[src/rtl/sqrt_arb_pkg.sv]
`default_nettype none
// ============================================================================
// Module      : sqrt_arb_pkg
// Description : Shared types and the round-robin pick function for the
//               sqrt_mem read-port arbiter.
// Revision    : 1.0 - initial release
// ============================================================================
package sqrt_arb_pkg;

  // Default requester count; the arbiter carries its own ID width when
  // instantiated with a different N_REQ.
  localparam int ARB_N_REQ = 2;
  localparam int ARB_ID_W  = (ARB_N_REQ > 1) ? $clog2(ARB_N_REQ) : 1;

  // Widest request vector the pick function handles.
  localparam int RR_MAX = 32;

  typedef logic [ARB_ID_W-1:0] req_id_t;

  typedef enum logic [0:0] {
    ST_IDLE  = 1'b0,
    ST_ISSUE = 1'b1
  } arb_state_e;

  // First set bit of valid, searching upward from last+1 and wrapping at n.
  // Returns last when nothing is valid; callers only use it when some bit is.
  function automatic int unsigned rr_pick(input logic [RR_MAX-1:0] valid,
                                          input int unsigned       n,
                                          input int unsigned       last);
    int unsigned idx;
    logic        found;
    rr_pick = last;
    found   = 1'b0;
    for (int unsigned k = 1; k <= RR_MAX; k++) begin
      idx = (last + k) % n;
      if (!found && (k <= n) && valid[idx[4:0]]) begin
        rr_pick = idx;
        found   = 1'b1;
      end
    end
  endfunction

endpackage : sqrt_arb_pkg
`default_nettype wire

[src/rtl/sqrt_arb_id_fifo.sv]
`default_nettype none
// ============================================================================
// Module      : sqrt_arb_id_fifo
// Description : Synchronous FIFO holding requester IDs in memory issue order.
// Revision    : 1.0 - initial release
// ============================================================================
module sqrt_arb_id_fifo #(
  parameter int DEPTH = 4,
  parameter int WIDTH = 1
) (
  input  logic             clk,
  input  logic             rst,
  input  logic             push,
  input  logic             pop,
  input  logic [WIDTH-1:0] din,
  output logic [WIDTH-1:0] dout,
  output logic             full,
  output logic             empty
);

  localparam int PTR_W = $clog2(DEPTH);

  logic [WIDTH-1:0] mem_q [DEPTH];
  logic [PTR_W-1:0] wr_ptr_q;
  logic [PTR_W-1:0] rd_ptr_q;
  logic [PTR_W:0]   count_q;
  logic             do_push;
  logic             do_pop;

  // Guard against overflow/underflow so a misbehaving caller cannot corrupt count.
  assign do_push = push && !full;
  assign do_pop  = pop && !empty;

  assign full  = (count_q == (PTR_W + 1)'(DEPTH));
  assign empty = (count_q == '0);
  assign dout  = mem_q[rd_ptr_q];

  // Pointers wrap naturally because DEPTH is a power of two.
  always_ff @(posedge clk) begin
    if (rst) begin
      wr_ptr_q <= '0;
      rd_ptr_q <= '0;
      count_q  <= '0;
    end else begin
      if (do_push) wr_ptr_q <= wr_ptr_q + 1'b1;
      if (do_pop)  rd_ptr_q <= rd_ptr_q + 1'b1;
      case ({do_push, do_pop})
        2'b10:   count_q <= count_q + 1'b1;
        2'b01:   count_q <= count_q - 1'b1;
        default: count_q <= count_q;
      endcase
    end
  end

  // Storage needs no reset: entries are only read once counted valid.
  always_ff @(posedge clk) begin
    if (do_push) mem_q[wr_ptr_q] <= din;
  end

endmodule : sqrt_arb_id_fifo
`default_nettype wire

[src/rtl/sqrt_mem_arbiter.sv]
`default_nettype none
// ============================================================================
// Module      : sqrt_mem_arbiter
// Description : Round-robin arbiter sharing one sqrt_mem read port between
//               N_REQ requesters; returns data in order to the issuing lane.
// Revision    : 1.0 - initial release
// ============================================================================
module sqrt_mem_arbiter
  import sqrt_arb_pkg::*;
#(
  parameter int W_DATA = 16,
  parameter int W_ADDR = 8,
  parameter int N_REQ  = 2,
  parameter int DEPTH  = 4
) (
  input  logic                          clk,
  input  logic                          rst,
  input  logic [N_REQ-1:0]              req_addr_valid,
  output logic [N_REQ-1:0]              req_addr_ready,
  input  logic [N_REQ-1:0][W_ADDR-1:0]  req_addr_data,
  output logic [N_REQ-1:0]              req_data_valid,
  input  logic [N_REQ-1:0]              req_data_ready,
  output logic [W_DATA-1:0]             req_data,
  output logic                          mem_addr_valid,
  input  logic                          mem_addr_ready,
  output logic [W_ADDR-1:0]             mem_addr_data,
  input  logic                          mem_data_valid,
  output logic                          mem_data_ready,
  input  logic [W_DATA-1:0]             mem_data,
  output logic                          err
);

  localparam int ID_W = (N_REQ > 1) ? $clog2(N_REQ) : 1;

  arb_state_e        state_q, state_d;
  logic [W_ADDR-1:0] addr_q, addr_d;
  logic [ID_W-1:0]   last_q, last_d;
  logic              err_q, err_d;

  logic [ID_W-1:0]   winner;
  logic [ID_W-1:0]   head_id;
  logic              slot_free;
  logic              accept;
  logic              fifo_full;
  logic              fifo_empty;
  logic              pop;

  assign mem_addr_valid = (state_q == ST_ISSUE);
  assign mem_addr_data  = addr_q;
  assign err            = err_q;
  assign req_data       = mem_data;

  // The issue register can take a new address when empty or being drained this cycle.
  always_comb begin
    slot_free = (state_q == ST_IDLE) || mem_addr_ready;
    accept    = slot_free && !fifo_full && (|req_addr_valid);
    winner    = ID_W'(rr_pick(RR_MAX'(req_addr_valid), N_REQ, 32'(last_q)));
  end

  // Next-state: load the winner on accept, fall idle once drained, else hold.
  always_comb begin
    state_d        = state_q;
    addr_d         = addr_q;
    last_d         = last_q;
    req_addr_ready = '0;
    if (accept) begin
      state_d                = ST_ISSUE;
      addr_d                 = req_addr_data[winner];
      last_d                 = winner;
      req_addr_ready[winner] = 1'b1;
    end else if (slot_free) begin
      state_d = ST_IDLE;
    end
  end

  // Return path: route memory data to the requester at the head of the ID FIFO.
  always_comb begin
    req_data_valid = '0;
    mem_data_ready = 1'b0;
    err_d          = err_q;
    if (!fifo_empty) begin
      req_data_valid[head_id] = mem_data_valid;
      mem_data_ready          = req_data_ready[head_id];
    end else if (mem_data_valid) begin
      err_d = 1'b1;
    end
    pop = mem_data_valid && mem_data_ready;
  end

  // State, issue address, round-robin pointer and sticky error.
  always_ff @(posedge clk) begin
    if (rst) begin
      state_q <= ST_IDLE;
      addr_q  <= '0;
      last_q  <= ID_W'(N_REQ - 1);
      err_q   <= 1'b0;
    end else begin
      state_q <= state_d;
      addr_q  <= addr_d;
      last_q  <= last_d;
      err_q   <= err_d;
    end
  end

  sqrt_arb_id_fifo #(
    .DEPTH (DEPTH),
    .WIDTH (ID_W)
  ) u_id_fifo (
    .clk   (clk),
    .rst   (rst),
    .push  (accept),
    .pop   (pop),
    .din   (winner),
    .dout  (head_id),
    .full  (fifo_full),
    .empty (fifo_empty)
  );

endmodule : sqrt_mem_arbiter
`default_nettype wire

[config.mk]
export PLATFORM = sky130hd
export DESIGN_NAME = sqrt_mem_arbiter
export DESIGN_NICKNAME = d
export VERILOG_FILES = /design/src/rtl/sqrt_arb_pkg.sv /design/src/rtl/sqrt_arb_id_fifo.sv /design/src/rtl/sqrt_mem_arbiter.sv
export SDC_FILE = /design/constraint.sdc
export NUM_CORES = 1
export LEC_CHECK = 0
export ABC_AREA = 1
export BUFFER_PORTS_ARGS = -buffer_cell sky130_fd_sc_hd__buf_2
export CORE_ASPECT_RATIO = 2
export CORE_MARGIN = 2
export CORE_UTILIZATION = 47
export DETAILED_ROUTE_END_ITERATION = 8
export PLACE_DENSITY = 0.95
export SLEW_MARGIN = 20
export SYNTH_ARGS = -nofsm -noshare
export SYNTH_HDL_FRONTEND = slang
export SYNTH_SLANG_ARGS = --single-unit
export TNS_END_PERCENT = 100
[constraint.sdc]
create_clock -name clk -period 6.2 [get_ports clk]
set_clock_uncertainty 0.05 [all_clocks]
set_input_delay 0.62 -clock clk [delete_from_list [all_inputs] [get_ports clk]]
set_output_delay 0.62 -clock clk [all_outputs]
set_load 0.03 [all_outputs]
======== Yosys cells after proc, flatten, opt, wreduce, memory -nomap -nowiden ========
Memories as Yosys holds them, arrays and structs flattened. A register that Yosys moved wholly into a read port is not among the register bits.
Cells that the tools add are included.
cells by class
  $add $sub $neg .......................... 6
  $lt $le $gt $ge ......................... 6
  equality and inequality tests ........... 3
  mux-type cells .......................... 25
  bitwise gates (word level) .............. 2
  reduce and logical (&&, ||, !) cells .... 17
operator list
  operator                                                    number
  two-way mux 1 bit                                           16
  two-way mux 8 bit                                           2
  less-than comparator 1 x 6 -> 1 bit, second input constant  2
  logical AND 1 bit                                           8
  two-way mux 2 bit                                           4
  one-hot mux 3 bit (2 select lines)                          1
  adder 2 x 1 -> 2 bit, second input constant                 2
  less-than comparator 1 x 2 -> 1 bit, second input constant  2
  nonzero test 2 bit                                          2
  adder 3 x 1 -> 3 bit, second input constant                 1
  == test 3 bit, second input constant                        1
  zero test 1 bit                                             3
  zero test 3 bit                                             1
  subtractor 3 x 1 -> 3 bit, second input constant            1
  adder 1 bit, second input constant                          2
  bitwise AND 2 bit                                           1
  demux 1 bit (select 1 bit)                                  2
  == test 2 x 1 -> 1 bit, second input constant               1
  == test 2 bit, second input constant                        1
  greater-or-equal comparator 1 bit, second input constant    2
  AND reduction 2 bit                                         1
  OR reduction 2 bit                                          1
  logical OR 1 bit                                            1
  inverter 1 bit                                              1
word-level totals
  register bits after elaboration ......... 18
  memory bits (writable) .................. 4
  input bits .............................. 40
  output and inout bits ................... 31
  word-level logic and storage cells ...... 67
  memories kept ........................... 1
memory list
  name             words  width  read ports  clocked after Yosys merged registers in  wr ports  line                    RTL
  u_id_fifo.mem_q  4      1      1           1                                        1         sqrt_arb_id_fifo.sv:23  logic [WIDTH-1:0] mem_q [DEPTH];

======== Longest topological paths before layout ========
  word-level depth ........................ 12
  mapped depth ............................ 13

======== Modules after synthesis ========
From an unflattened synthesis, not the netlist that was laid out.
unflattened totals
  cell total of the unflattened synthesis .. 210
  area, all modules ....................... 1416.4 um2
by module, submodules not included
  module            times used  cells each  area each (um2)  sequential area each (um2)
  sqrt_mem_arbiter  1           129         757.0            220.2
  sqrt_arb_id_fifo  1           81          659.4            300.3

======== Worst setup path after synthesis ========
OpenSTA, ideal clock, no wires.
  path kind ............................... input-to-reg
  start ................................... input req_addr_valid[0]
  end ..................................... register u_id_fifo.count_q[2]
  library setup time ...................... 0.070 ns
  data arrival time ....................... 2.069 ns
  data required time ...................... 6.080 ns
  path slack .............................. 4.011 ns
  stages .................................. 10
  buffers on the path ..................... 1
  cells stage by stage .................... inv_1 > nand2_1 > nand3_4 > buf_2 > ha_1 > fa_1 > a21oi_1 > o21a_1 > o21ai_0 > a21oi_1
on the way
  cells in the longest elaborated chain, start to end .. 5
RTL lines
  what                                                                      line                    RTL
  from (decl)                                                               sqrt_mem_arbiter.sv:18  input logic [N_REQ-1:0] req_addr_valid,
  OR reduction 2 bit (*)                                                    sqrt_mem_arbiter.sv:56  accept = slot_free && !fifo_full && (|req_addr_valid);
  logical AND 1 bit (*)                                                     sqrt_mem_arbiter.sv:56
  logical AND 1 bit (*)                                                     sqrt_arb_id_fifo.sv:31  assign do_push = push && !full;
  == test 2 x 1 -> 1 bit or == test 2 bit (tied branches)                   sqrt_arb_id_fifo.sv:47  case ({do_push, do_pop})
  one-hot mux 3 bit (2 select lines) or nonzero test 2 bit (tied branches)  -
  to (signal assigned)                                                      sqrt_arb_id_fifo.sv:48  2'b10: count_q <= count_q + 1'b1;
  to (signal assigned)                                                      sqrt_arb_id_fifo.sv:49  2'b01: count_q <= count_q - 1'b1;
  to (signal assigned)                                                      sqrt_arb_id_fifo.sv:50  default: count_q <= count_q;
  to (decl)                                                                 sqrt_arb_id_fifo.sv:26  logic [PTR_W:0] count_q;
Every way passes the cells marked *; elsewhere a longest branch is shown, timed or not.
A chain may end at the register's enable or synchronous reset.

======== Worst setup path in the final report ========
  start ................................... register u_id_fifo.count_q[0]
  end ..................................... output req_addr_ready[1]
on the way
  cells in the longest elaborated chain, start to end .. 5
RTL lines
  what                             line                    RTL
  == test 3 bit                    sqrt_arb_id_fifo.sv:34  assign full = (count_q == (PTR_W + 1)'(DEPTH));
  zero test 1 bit                  sqrt_mem_arbiter.sv:56
  logical AND 1 bit (2 in series)  sqrt_mem_arbiter.sv:56
  two-way mux 2 bit                sqrt_mem_arbiter.sv:66  if (accept) begin
  to (decl)                        sqrt_mem_arbiter.sv:19  output logic [N_REQ-1:0] req_addr_ready,
Every way passes these cells.

==> impl_metrics.csv <==
group,metric,value,unit
yosys,synth_top_cell_by_area,"dfxtp_1",
timing,holdWs,397,ps
floorplanning,dieArea,0.00313,mm^2
layout,antennaDiodeCount,0,
worst_setup_path,end_kind,"primary output",
yosys,synth_edf_count,4,
yosys,ys_top_cells_by_count,"38 x nand2_1, 20 x dfxtp_1, 18 x inv_1, 16 x buf_4, 14 x nor2_1",
worst_setup_path,reg2reg_to,"u_id_fifo.count_q[2]",
floorplanning,initial_core_util,0.496,
timing,setup_violations,0,
timing,slew_viol_final,0,
global_routing,grt_usage,0.172,
floorplanning,ios,71,
drt,drc_errors,0,
flow_run,cap_violations,0,
outcome,outcome,"complete, no violations",
worst_setup_path,critPathMaxFanout,22,
placed_design,place_hpwl,1860,um
yosys,ys_types,26,
layout,instances_no_fill,209,
cts,hold_buffers,0,
yosys,synth_top_area_frac,0.318,
power_and_ir_drop,p_per_area,386,mW/mm^2
yosys,synthTopCellsByArea,"dfxtp_1 32%, nand2_1 11%, buf_4 9.6%",
layout,drive_gt1_frac,0.282,
yosys,ys_ff_latch,24,
timing,period_share,0.370,
layout,area_growth,11.6,%
floorplanning,fp.dieW,40.6,um
cts,ctsResizeCount,0,
cts,postCtsSetupBuffers,0,
cts,clk_latency,260,ps
cts,cts_tree,"yes",
global_routing,grt_pass1_vias,991,
power_and_ir_drop,ir_drop,0.000226,V
worst_setup_path,rr_worst_depth,10,
timing,slew-limit-headroom,0.797,
cts,cts-root-buf,"clkbuf_8",
cts,clockBufferDepth,2,
global_routing,antenna_found_initial,0,
floorplanning,die_h,77.2,um
timing,fmax,436,MHz
floorplanning,rows,26,
timing,tightestPinTransition,303,ps
yosys,synthFlopType,"dfxtp_1",
floorplanning,core_area,0.00254,mm^2
hold_path,hold_path_class,"reg -> reg",
worst_setup_path,worstSetupPathType,"reg -> out",
placed_design,place_congestion,0.712,
worst_setup_path,start_kind,"register",
yosys,ys_seq_area_frac,0.414,
drt,vias_per_cell,4.91,
worst_setup_path,required,5530,ps
yosys,syn_area,0.00126,mm^2
drt,num_vias,1026,
drt,ant_nets,0,
yosys,yosysWarnings,0,
placed_design,dp_cells,205,
layout,fin_nets,228,
yosys,yosysMostFrequentCell,"nand2_1",
global_routing,grt_pass1_wl,3900,um
yosys,synthArstFlopShare,0,
drt,wl,2330,um
hold_path,hold_start,"err",
hold_path,min_path_cells,2,
drt,dr.first_iter.drc_count,31,
placed_design,portBuffers,38,
cts,cts.sinks,24,
timing,rsz0062_at_grt,"false",
worst_setup_path,regToRegStartpoint,"u_id_fifo.count_q[0]",
hold_path,holdPathEnd,"err",
cts,cts_max_level,1,
drt,dr.pass1.iters,4,
yosys,synth.avg_cell_area,7.96,um^2
drt,wl_per_cell,11.2,um
cts,path_clk_slew,80,ps
power_and_ir_drop,p_leak,0.000696,uW
global_routing,grt_start_max_net_pins,23,
global_routing,grt_overflow,0,
yosys,synth.net_count,204,
yosys,syn_inst,158,
timing,finalWorstPathRequiredPeriod,2290,ps
worst_setup_path,r2r_slack,4000,ps
timing,tns,0,ps
timing,finalHoldViolations,0,
cts,cts_made_buffers,3,
worst_setup_path,critPathArrivalTime,1620,ps
## placed cells by master (no fill, tap or decap), types with 2 or more instances in the layout
cell type,instances
a31oi_1,8
o21ai_0,4
nor2_1,14
dfxtp_1,20
a21oi_1,9
ha_1,5
nand3_1,3
nor2_4,2
inv_1,18
xor2_1,2
buf_2,38
edfxtp_1,4
clkbuf_8,4
nand2_1,38
inv_2,2
## cells by family (layout without fill, tap and decap cells)
family / after synthesis / after routing / share of synthesized area
AOI/OAI and AO/OA: 24 / 24 / 0.114
xor gates and xnor gates: 2 / 2 / 0.0139
and+or+nand+nor: 62 / 62 / 0.221
adders and majority gates: 6 / 6 / 0.0657
DFF: 24 / 24 / 0.414
buffers and inverters: 40 / 63 / 0.171
## per-stage QoR
stage,setup slack (ps),utilization,instance area (um^2),total power [uW]
3_3_place_gp,3860,0.532,1350,435
4_1_cts,3880,0.553,1400,549
5_1_grt,3760,0.553,1400,583
3_5_place_dp,3790,0.532,1350,445
2_1_floorplan,4010,-,1260,408
6_report,3910,0.553,1400,542
## layer usage
layer,share of wire,track usage
met1,0.36,0.184
met2,0.53,0.279
met3,0.062,0.0173
met4,0.045,0.130
met5,0,0
## flip-flops by register name, indices dropped and copies added, names as in the netlist, named ones only
name and flops:
last_q 1, u_id_fifo.count_q 3, u_id_fifo.mem_q 4, u_id_fifo.wr_ptr_q 2, u_id_fifo.rd_ptr_q 2, err 1, mem_addr_data 8, mem_addr_valid 1
## critical path: stages, from the launching register on
cell     delay (ps)
dfxtp_1         430
nor2_1           70
nand2_1         110
nand3_4         230
nor2_4          280
buf_2           240
## how the worst max path moves through the flow
| stage | start | to | depth (start not counted) |
|---|---|---|---|
| floorplan | req_addr_valid[0] | u_id_fifo.count_q[2] | 10 |
| global placement | req_addr_valid[0] | u_id_fifo.count_q[2] | 10 |
| detailed placement | mem_addr_ready | u_id_fifo.count_q[2] | 10 |
| CTS | u_id_fifo.count_q[0] | req_addr_ready[0] | 5 |
| global route | u_id_fifo.count_q[0] | req_addr_ready[1] | 5 |
| finish | u_id_fifo.count_q[0] | req_addr_ready[1] | 5 |
## layout make-up
type / count / area [um^2]
fill: 244 / 1130
multi-input combinational: 94 / 522
sequential: 24 / 520
timing repair buffer: 38 / 190
inverter: 21 / 81.3
clock buffer: 4 / 55.1
tap: 28 / 35.0
## report_power, final
part	switching (uW)	total, uW	internal (uW)	leakage, uW
registers	25.9	219	193	0.000202
logic	146	219	73.1	0.000465
clock network	47.2	104	56.6	0.0000288
total	219	542	323	0.000696
(Power assumes the default switching activity.)
